File: config.mk
export PLATFORM = sky130hd
export DESIGN_NAME = load_store_unit_flat
export DESIGN_NICKNAME = d
export VERILOG_FILES = /design/src/rtl/constants.sv /design/src/rtl/address_bus_if.sv /design/src/rtl/ctrl_bus_if.sv /design/src/rtl/data_bus_if.sv /design/src/rtl/lsu_rd_wait.sv /design/src/rtl/load_store_unit.sv /design/src/flat_wrapper.sv
export SDC_FILE = /design/constraint.sdc
export NUM_CORES = 1
export LEC_CHECK = 0
export BUFFER_PORTS_ARGS = -buffer_cell sky130_fd_sc_hd__buf_2
export CORE_ASPECT_RATIO = 0.8
export CORE_UTILIZATION = 45
export CTS_CLUSTER_SIZE = 20
export DETAILED_ROUTE_END_ITERATION = 10
export GPL_TIMING_DRIVEN = 0
export HOLD_SLACK_MARGIN = 0.05
export PLACE_DENSITY = 0.79
export SLEW_MARGIN = 20
export SYNTH_ARGS = -nofsm -noshare
export SYNTH_HDL_FRONTEND = slang
export SYNTH_SLANG_ARGS = --single-unit
File: constraint.sdc
create_clock -name clk -period 2 [get_ports clk]
set_input_delay 0.1 -clock clk [delete_from_list [all_inputs] [get_ports clk]]
set_output_delay 0.1 -clock clk [all_outputs]
set_load 0.02 [all_outputs]
File: src/rtl/constants.sv
// Shared definitions for the load/store unit: data width, FSM state type and
// the request bundle presented by the execute stage.
package constants;

    localparam int unsigned DATA_WIDTH = 19;

    typedef enum logic [2:0] {
        IDLE,
        WRITE,
        READ,
        WAIT,
        RESP
    } lsu_state_t;

    typedef struct packed {
        logic                  we;
        logic [DATA_WIDTH-1:0] addr;
        logic [DATA_WIDTH-1:0] wdata;
    } lsu_req_t;

endpackage

File: src/rtl/address_bus_if.sv
// Data-memory word address bus.
interface address_bus_if #(
    parameter int unsigned ADDR_W = 10
);

    logic [ADDR_W-1:0] address;

    modport master (output address);
    modport slave  (input  address);

endinterface

File: src/rtl/ctrl_bus_if.sv
// Data-memory control strobes: single-cycle write and read enables.
interface ctrl_bus_if;

    logic WR_EN_DM;
    logic RD_EN_DM;

    modport master (output WR_EN_DM, output RD_EN_DM);
    modport slave  (input  WR_EN_DM, input  RD_EN_DM);

endinterface

File: src/rtl/data_bus_if.sv
// Data-memory write data (data_in) and read data (data_out) buses.
interface data_bus_if #(
    parameter int unsigned DATA_W = 19
);

    logic [DATA_W-1:0] data_in;
    logic [DATA_W-1:0] data_out;

    modport master (output data_in, input  data_out);
    modport slave  (input  data_in, output data_out);

endinterface

File: src/rtl/lsu_rd_wait.sv
// Read-latency timer for the load/store unit. Loaded with RD_LATENCY on the
// edge that leaves READ, it counts down once per edge; capture_o is high
// during the cycle whose closing edge must sample data_out.
module lsu_rd_wait #(
    parameter int unsigned RD_LATENCY = 1
) (
    input  logic clk,
    input  logic rst_n,
    input  logic start_i,
    output logic capture_o
);

    logic [2:0] cnt_q;

    // Down-counter: reload on start, otherwise decrement until empty.
    always_ff @(posedge clk or negedge rst_n) begin
        if (!rst_n) begin
            cnt_q <= 3'd0;
        end else if (start_i) begin
            cnt_q <= 3'(RD_LATENCY);
        end else if (cnt_q != 3'd0) begin
            cnt_q <= cnt_q - 3'd1;
        end
    end

    assign capture_o = (cnt_q == 3'd1);

endmodule

File: src/rtl/load_store_unit.sv
// Load/store unit: accepts one request at a time from the execute stage,
// drives single-cycle data-memory enables, waits out the read latency and
// returns the result over a valid/ready response channel.
// Optional feature: define LSU_BOUNDS_CHECK_EN to reject addresses at or
// above MEM_DEPTH with resp_err; otherwise addresses wrap and resp_err is 0.
module load_store_unit
    import constants::*;
#(
    parameter int unsigned DATA_W     = DATA_WIDTH,
    parameter int unsigned ADDR_W     = 10,
    parameter int unsigned MEM_DEPTH  = 1024,
    parameter int unsigned RD_LATENCY = 1
) (
    input  logic              clk,
    input  logic              rst_n,
    input  logic              req_valid_i,
    output logic              req_ready_o,
    input  logic              req_we_i,
    input  logic [DATA_W-1:0] req_addr_i,
    input  logic [DATA_W-1:0] req_wdata_i,
    output logic              resp_valid_o,
    input  logic              resp_ready_i,
    output logic [DATA_W-1:0] resp_rdata_o,
    output logic              resp_err_o,
    ctrl_bus_if.master        ctrl_bus,
    address_bus_if.master     addr_bus,
    data_bus_if.master        data_bus
);

    localparam logic [DATA_W-1:0] MemDepthW = DATA_W'(MEM_DEPTH);

    lsu_state_t        state_q;
    lsu_req_t          req;
    logic              wr_en_q;
    logic              rd_en_q;
    logic [ADDR_W-1:0] address_q;
    logic [DATA_W-1:0] data_in_q;
    logic              resp_valid_q;
    logic [DATA_W-1:0] resp_rdata_q;
    logic              resp_err_q;
    logic              out_of_range;
    logic              rd_start;
    logic              capture;

    assign req = '{we: req_we_i, addr: req_addr_i, wdata: req_wdata_i};

`ifdef LSU_BOUNDS_CHECK_EN
    assign out_of_range = (req.addr >= MemDepthW);
`else
    // Without the check, upper address bits are simply dropped (wrap).
    logic unused_cfg;
    assign out_of_range = 1'b0;
    assign unused_cfg   = ^{req.addr[DATA_WIDTH-1:ADDR_W], MemDepthW};
`endif

    assign rd_start = (state_q == READ);

    lsu_rd_wait #(
        .RD_LATENCY(RD_LATENCY)
    ) u_rd_wait (
        .clk      (clk),
        .rst_n    (rst_n),
        .start_i  (rd_start),
        .capture_o(capture)
    );

    // Request/response FSM with registered memory strobes and response outputs.
    always_ff @(posedge clk or negedge rst_n) begin
        if (!rst_n) begin
            state_q      <= IDLE;
            wr_en_q      <= 1'b0;
            rd_en_q      <= 1'b0;
            address_q    <= '0;
            data_in_q    <= '0;
            resp_valid_q <= 1'b0;
            resp_rdata_q <= '0;
            resp_err_q   <= 1'b0;
        end else begin
            case (state_q)
                IDLE: begin
                    if (req_valid_i) begin
                        if (out_of_range) begin
                            // Rejected: no memory access, respond immediately.
                            state_q      <= RESP;
                            resp_valid_q <= 1'b1;
                            resp_err_q   <= 1'b1;
                            resp_rdata_q <= '0;
                        end else begin
                            resp_err_q <= 1'b0;
                            address_q  <= req.addr[ADDR_W-1:0];
                            if (req.we) begin
                                data_in_q <= req.wdata;
                                wr_en_q   <= 1'b1;
                                state_q   <= WRITE;
                            end else begin
                                rd_en_q <= 1'b1;
                                state_q <= READ;
                            end
                        end
                    end
                end
                WRITE: begin
                    wr_en_q      <= 1'b0;
                    resp_valid_q <= 1'b1;
                    resp_rdata_q <= '0;
                    state_q      <= RESP;
                end
                READ: begin
                    rd_en_q <= 1'b0;
                    state_q <= WAIT;
                end
                WAIT: begin
                    if (capture) begin
                        resp_rdata_q <= data_bus.data_out;
                        resp_valid_q <= 1'b1;
                        state_q      <= RESP;
                    end
                end
                RESP: begin
                    if (resp_ready_i) begin
                        resp_valid_q <= 1'b0;
                        state_q      <= IDLE;
                    end
                end
                default: begin
                    wr_en_q      <= 1'b0;
                    rd_en_q      <= 1'b0;
                    resp_valid_q <= 1'b0;
                    state_q      <= IDLE;
                end
            endcase
        end
    end

    assign req_ready_o       = (state_q == IDLE);
    assign resp_valid_o      = resp_valid_q;
    assign resp_rdata_o      = resp_rdata_q;
    assign resp_err_o        = resp_err_q;
    assign ctrl_bus.WR_EN_DM = wr_en_q;
    assign ctrl_bus.RD_EN_DM = rd_en_q;
    assign addr_bus.address  = address_q;
    assign data_bus.data_in  = data_in_q;

endmodule

File: src/flat_wrapper.sv
// flat-port wrapper written by rule: the top's interface ports become plain ports
module load_store_unit_flat import constants::*;
#(
    parameter int unsigned DATA_W     = DATA_WIDTH,
    parameter int unsigned ADDR_W     = 10,
    parameter int unsigned MEM_DEPTH  = 1024,
    parameter int unsigned RD_LATENCY = 1
)
  (clk, rst_n, req_valid_i, req_ready_o, req_we_i, req_addr_i, req_wdata_i, resp_valid_o, resp_ready_i, resp_rdata_o, resp_err_o, ctrl_bus_WR_EN_DM, ctrl_bus_RD_EN_DM, addr_bus_address, data_bus_data_in, data_bus_data_out);
  ctrl_bus_if ctrl_bus_i ();
  address_bus_if #(.ADDR_W(ADDR_W)) addr_bus_i ();
  data_bus_if #(.DATA_W(DATA_W)) data_bus_i ();
  input  logic clk;
  input  logic rst_n;
  input  logic req_valid_i;
  output logic req_ready_o;
  input  logic req_we_i;
  input  logic [DATA_W-1:0] req_addr_i;
  input  logic [DATA_W-1:0] req_wdata_i;
  output logic resp_valid_o;
  input  logic resp_ready_i;
  output logic [DATA_W-1:0] resp_rdata_o;
  output logic resp_err_o;
  output wire logic [$bits(ctrl_bus_i.WR_EN_DM)-1:0] ctrl_bus_WR_EN_DM;
  output wire logic [$bits(ctrl_bus_i.RD_EN_DM)-1:0] ctrl_bus_RD_EN_DM;
  output wire logic [$bits(addr_bus_i.address)-1:0] addr_bus_address;
  output wire logic [$bits(data_bus_i.data_in)-1:0] data_bus_data_in;
  input wire logic [$bits(data_bus_i.data_out)-1:0] data_bus_data_out;
  assign ctrl_bus_WR_EN_DM = ctrl_bus_i.WR_EN_DM;
  assign ctrl_bus_RD_EN_DM = ctrl_bus_i.RD_EN_DM;
  assign addr_bus_address = addr_bus_i.address;
  assign data_bus_data_in = data_bus_i.data_in;
  assign data_bus_i.data_out = data_bus_data_out;
  load_store_unit #(.DATA_W(DATA_W), .ADDR_W(ADDR_W), .MEM_DEPTH(MEM_DEPTH), .RD_LATENCY(RD_LATENCY)) u_core (.clk(clk), .rst_n(rst_n), .req_valid_i(req_valid_i), .req_ready_o(req_ready_o), .req_we_i(req_we_i), .req_addr_i(req_addr_i), .req_wdata_i(req_wdata_i), .resp_valid_o(resp_valid_o), .resp_ready_i(resp_ready_i), .resp_rdata_o(resp_rdata_o), .resp_err_o(resp_err_o), .ctrl_bus(ctrl_bus_i), .addr_bus(addr_bus_i), .data_bus(data_bus_i));
endmodule
=== Word level (Yosys, flattened, before mapping) ===
Index checks and enable logic that the tools add are counted.

* Register bits: 57
* Output and inout bits: 53
* Logic and storage cells: 54

* $add $sub $neg: 1
* Equal/unequal tests: 10
* Multiplexer cells: 18
* Bitwise gates (word level): 3
* Reduce and logical (&&, ||, !) cells: 14

{| class="wikitable"
|+ Operators with widths
! operator !! count
|-
| one-hot mux 19 bit (2 select lines) || 1
|-
| two-way mux 19 bit || 1
|-
| two-way mux 3 bit || 5
|-
| one-hot mux 3 bit (5 select lines) || 1
|-
| AND reduction 3 bit || 5
|-
| equality test 3 x 1 -> 1 bit (second input constant) || 2
|-
| equality test 3 x 2 -> 1 bit (second input constant) || 2
|-
| two-way mux 1 bit || 6
|-
| != test 2 bit (second input constant) || 3
|-
| OR reduction 3 bit || 2
|-
| != test 2 x 1 -> 1 bit (second input constant) || 2
|-
| one-hot mux 1 bit (2 select lines) || 2
|-
| one-hot mux 1 bit (4 select lines) || 1
|-
| AND reduction 2 bit || 2
|-
| nonzero test 2 bit || 2
|-
| equality test 3 bit (second input constant) || 1
|-
| logical NOT 3 bit || 1
|-
| inverter 1 bit || 3
|-
| nonzero test 3 bit || 1
|-
| subtractor 3 x 1 -> 3 bit (second input constant) || 1
|-
| two-way mux 2 bit || 1
|-
| OR reduction 2 bit || 1
|}

=== Logic depth before layout (Yosys ltp) ===
* Word-level depth: 4
* Gate-level depth with buffers: 7
* Gate-level depth less buffers: 5

=== Hierarchy ===
A second synthesis with hierarchy kept.

* Cell total of the unflattened synthesis: 159
* Area, all modules: 2,327.2 um2

{| class="wikitable"
|+ Modules (own cells, without submodules)
! module !! times used !! cells each !! area each (um2) !! sequential area each (um2)
|-
| load_store_unit || 1 || 141 || 2,125.8 || 1,351.3
|-
| lsu_rd_wait || 1 || 18 || 201.4 || 75.1
|}

=== Worst setup path after synthesis ===
Ideal clock, no wire load.

* Kind: reg-to-reg
* Start point: reg u_core.state_q[1]
* End point: reg u_core.address_q[0] (netlist: u_core.addr_bus.address[0])
* Data arrival time: 1,392 ps
* Slack: 483 ps
* Stages on the path, launching flop included: 5
* Path buffers: 2
* Clock period less this slack: 1,517 ps
* Cells stage by stage: dfrtp_1 buf_6 nor4b_4 buf_2 mux2_2

* Longest elaborated chain between the ends: 2

{| class="wikitable"
|+ RTL lines
! what !! RTL line !! source
|-
| from (decl) || load_store_unit.sv:32 || <nowiki>lsu_state_t state_q;</nowiki>
|-
| from (signal assigned) || load_store_unit.sv:70 || <nowiki>state_q <= IDLE;</nowiki>
|-
| from (signal assigned) || load_store_unit.sv:84 || <nowiki>state_q <= RESP;</nowiki>
|-
| from (signal assigned) || load_store_unit.sv:94 || <nowiki>state_q <= WRITE;</nowiki>
|-
| logical NOT 3 bit || load_store_unit.sv:79 || <nowiki>case (state_q)</nowiki>
|-
| AND reduction 2 bit (no line) || - ||
|-
| to (signal assigned) || load_store_unit.sv:90 || <nowiki>address_q <= req.addr[ADDR_W-1:0];</nowiki>
|-
| to (decl) || load_store_unit.sv:36 || <nowiki>logic [ADDR_W-1:0] address_q;</nowiki>
|}

No other way between the ends.
A chain may end at the register's enable or synchronous reset.

=== Worst setup path after layout ===
* Start point: reg u_core.u_rd_wait.cnt_q[1]
* End point: reg u_core.resp_rdata_q[9] (netlist: u_core.resp_rdata_o[9])

* Longest elaborated chain between the ends: 3

{| class="wikitable"
|+ RTL lines
! what !! RTL line !! source
|-
| from (decl) || lsu_rd_wait.sv:13 || <nowiki>logic [2:0] cnt_q;</nowiki>
|-
| from (signal assigned) || lsu_rd_wait.sv:20 || <nowiki>cnt_q <= 3'(RD_LATENCY);</nowiki>
|-
| from (signal assigned) || lsu_rd_wait.sv:22 || <nowiki>cnt_q <= cnt_q - 3'd1;</nowiki>
|-
| equality test 3 x 1 -> 1 bit || lsu_rd_wait.sv:26 || <nowiki>assign capture_o = (cnt_q == 3'd1);</nowiki>
|-
| != test 2 x 1 -> 1 bit (no line) || - ||
|-
| AND reduction 2 bit (no line) || - ||
|-
| to (signal assigned) || load_store_unit.sv:114 || <nowiki>resp_rdata_q <= data_bus.data_out;</nowiki>
|-
| to (decl) || load_store_unit.sv:39 || <nowiki>logic [DATA_W-1:0] resp_rdata_q;</nowiki>
|}

No other way between the ends.

==> results by group <==
Critical path
  • CP Buf/Inv Count: 3
  • Critical Path Fanout Max: 10
  • Critical path's largest stage delay: around 0.37 ns
  • Slowest-stage cell, CP: dfrtp_1
  • Worst setup EP type: flip-flop
  • CP delay by family, top: buffers and inverters
  • CP Cell Sequence: inv_1 > ha_1 > nor2b_1 > and3_1 > buf_2 > buf_2 > a22o_1
  • Startpoint types: flip-flop
  • CP required: 2.27 ns
  • Critical Path Most Common Cell: buf_2
  • FF-to-FF setup slack: around 0.28 ns
  • Kind of critical path: flip-flop to flip-flop
  • CP arrival: slightly below 2 ns

Pwr
  • Total power: 5.65 mW
  • Leak: 1.90 nW
  • Maximum VDD drop: roughly 1000 uV
  • Power Dens Cells: between 1500 and 2000 nW/um^2

Global route
  • Largest net degree at the start of global routing: 58
  • Grt ovf: 0
  • First-pass GRT wire length: 9.06 mm
  • GRT Overall Usage: 0.236
  • Initial antenna violation count: 0
  • Vias in the first global route: 1,973

Placed design
  • Dpl cell area: between 2000 and 3000 sq um
  • GP Congestion: 0.730
  • IO buf count: between 100 and 150
  • Post-detail-place hpwl: 3.30 mm

Layout
  • N_diodes: 0
  • Share of cells above drive strength 1: 0.486
  • Nets: 390
  • Final Cell Area: between 3000 and 4000 sq um
  • Leading cell types in the layout, fill and taps excluded: buf_2 (110), dfrtp_1 (57), dlygate4sd3_1 (50), a22o_1 (19), mux2_2 (19)
  • Area growth syn-to-layout: 56.0%
  • Commonest non-fill, non-tap cell in the layout: buf_2
  • FILL cells: 300

Floorplan
  • IO Pins: 115
  • Core Region: between 4000 and 5000 sq um
  • Die ar.: ~5400 sq um
  • FP Rows: 22
  • Initial Util: 0.485
  • Die H: about 66 microns
  • Die width: 82.1 microns

Min path
  • Hold crit path type: primary input to flip-flop

Yosys
  • Post-synth top area cell: dfrtp_1
  • Synth Cell Area: about 2300 sq um
  • Mapped Nets: about 230
  • Yosys warning count: 0
  • Synth cell types: 28
  • Avg Synthesized Cell Area: 14.4 sq um
  • Synth top area share: 0.618
  • Register area share after synthesis: 0.618
  • Post-Syn Instances: 160
  • Top area cells in the synthesized netlist: dfrtp_1 (62%), mux2_2 (9.3%), a22o_1 (7.2%), mux2_4 (6.5%), ha_1 (1.6%)
  • Synthesized flop and latch total: 57

STA
  • Slew Viols, Final: 0
  • Final Critical Period: ~1.7 ns
  • Final setup vio count: 0
  • RSZ-0062 raised after global routing: no
  • Clock skew: around 0.0037 ns
  • Rel. slew slack: 0.540
  • Period Utilization, post-route: 0.859
  • Count of final hold-check violations: 0
  • Maximum clock rate: 582 MHz
  • Slew @ Worst Pin: just under 0.7 ns
  • Total negative slack: 0 ns

Routing
  • DR pass1 iterations: 4
  • Iteration-0 DRC count of the detailed router: 33
  • Vias: ~1,900
  • Via density: 4.79
  • Drt drc: 0
  • Final ANT Viol Nets: 0
  • Final WL: 5.80 mm
  • DR WL/cell: 14.9 microns

Outcome
  • Status: complete, no violations

CTS
  • Setup repair bufs after CTS: 0
  • TritonCTS buffer count: 9
  • Worst-path clk slew: around 0.06 ns
  • Max Root-Sink Buffers: 2
  • Num Clock Sinks: 57
  • Worst skew pair latency: roughly 0.33 ns
  • Hold buffers post-CTS: 50
  • TritonCTS clock tree: yes
  • Clk root buf: clkbuf_8
  • CTS H-tree depth: 3
  • CTS resizes: 0

Run
  • Maxcap violations: 0
-- path summary, 6_finish.rpt --
kind / cells after the start / start / to
hold reg to reg: 1 / u_core.data_bus.data_in[5] / u_core.data_bus.data_in[5]
setup reg to reg: 7 / u_core.u_rd_wait.cnt_q[1] / u_core.resp_rdata_o[9]
min in group asynchronous: 2 / rst_n / u_core.resp_rdata_o[10]
hold / removal: 4 / req_valid_i / u_core.state_q[1]
max in group asynchronous: 2 / rst_n / u_core.data_bus.data_in[1]
setup / recovery: 7 / u_core.u_rd_wait.cnt_q[1] / u_core.resp_rdata_o[9]
-- tightest hold or removal path, cell delays in order --
cell and delay (ns):
buf_2 0.12, nand2b_1 0.06, a21o_1 0.11, a21oi_1 0.06
-- layout make-up --
class	instances	area, sq um	area share
plain buffers	10	65.1	0.0181
clock buffers	12	155	0.0431
clock inverters	3	40.0	0.0111
inverters	4	15.0	0.00417
multi-input cells	89	802	0.223
flip-flops and latches	57	1430	0.396
well taps	60	75.1	0.0208
repair buffers	154	1020	0.284
-- synth_stat cells --
cell type	n
ha_1	3
a211oi_1	1
nor2_1	4
buf_6	2
buf_4	1
mux2_2	19
nand2_1	5
nor3_1	2
nand2_4	1
or2_2	1
dfrtp_1	57
nor3b_1	1
nor4b_4	1
mux2i_1	1
o31ai_1	1
buf_2	7
o21ai_0	5
and3_1	1
nor2b_1	3
a21o_1	1
mux2_4	10
xnor2_1	1
nand2b_1	4
a22o_1	19
a31oi_1	1
a21oi_1	3
conb_1	1
inv_1	4
-- power by group --
part | switching [mW] | internal (mW)
sequential | 0.304 | 1.72
combinational | 1.43 | 1.13
clock | 0.434 | 0.632
-- layer usage --
metal | vias up | part of all wire | global-route usage
met5 | - | 0 | 0
met4 | 0 | 0.022 | 0.116
li1 | 891 | - | -
met2 | 97 | 0.46 | 0.381
met1 | 859 | 0.43 | 0.263
met3 | 15 | 0.083 | 0.108
-- cells by family (layout without fill, tap and decap cells) --
| logic type | count (synthesis) | count (layout) | synth area share |
|---|---|---|---|
| flip-flops | 57 | 57 | 0.618 |
| AO/OA/AOI/OAI | 31 | 31 | 0.102 |
| multiplexers | 30 | 30 | 0.162 |
| AND/OR/NAND/NOR | 23 | 23 | 0.0618 |
| buffers and inverters | 14 | 183 | 0.0347 |
| adder cells (fa/ha/maj) | 3 | 3 | 0.0163 |
| other | 1 | 1 | 0.00162 |
| XOR/XNOR | 1 | 1 | 0.00379 |
-- sequential cells by signal, indices dropped and copies added, names as in the netlist --
name and flops:
u_core.state_q 3, u_core.addr_bus.address 10, u_core.data_bus.data_in 19, u_core.resp_rdata_o 19, u_core.u_rd_wait.cnt_q 3, u_core.resp_valid_o 1
u_core.ctrl_bus.WR_EN_DM 1, u_core.ctrl_bus.RD_EN_DM 1
-- metrics by stage --
step,setup slack (ns),instances,util,hold WS [ns]
after floorplan,0.483,160,-,-0.196
after global placement,0.338,324,0.610,0.318
after detailed placement,0.308,324,0.610,0.193
after CTS,0.289,389,0.756,0.155
after global routing,0.170,389,0.756,0.176
final,0.283,389,0.756,0.165
No activity file was read; power rests on OpenSTA's default activity.
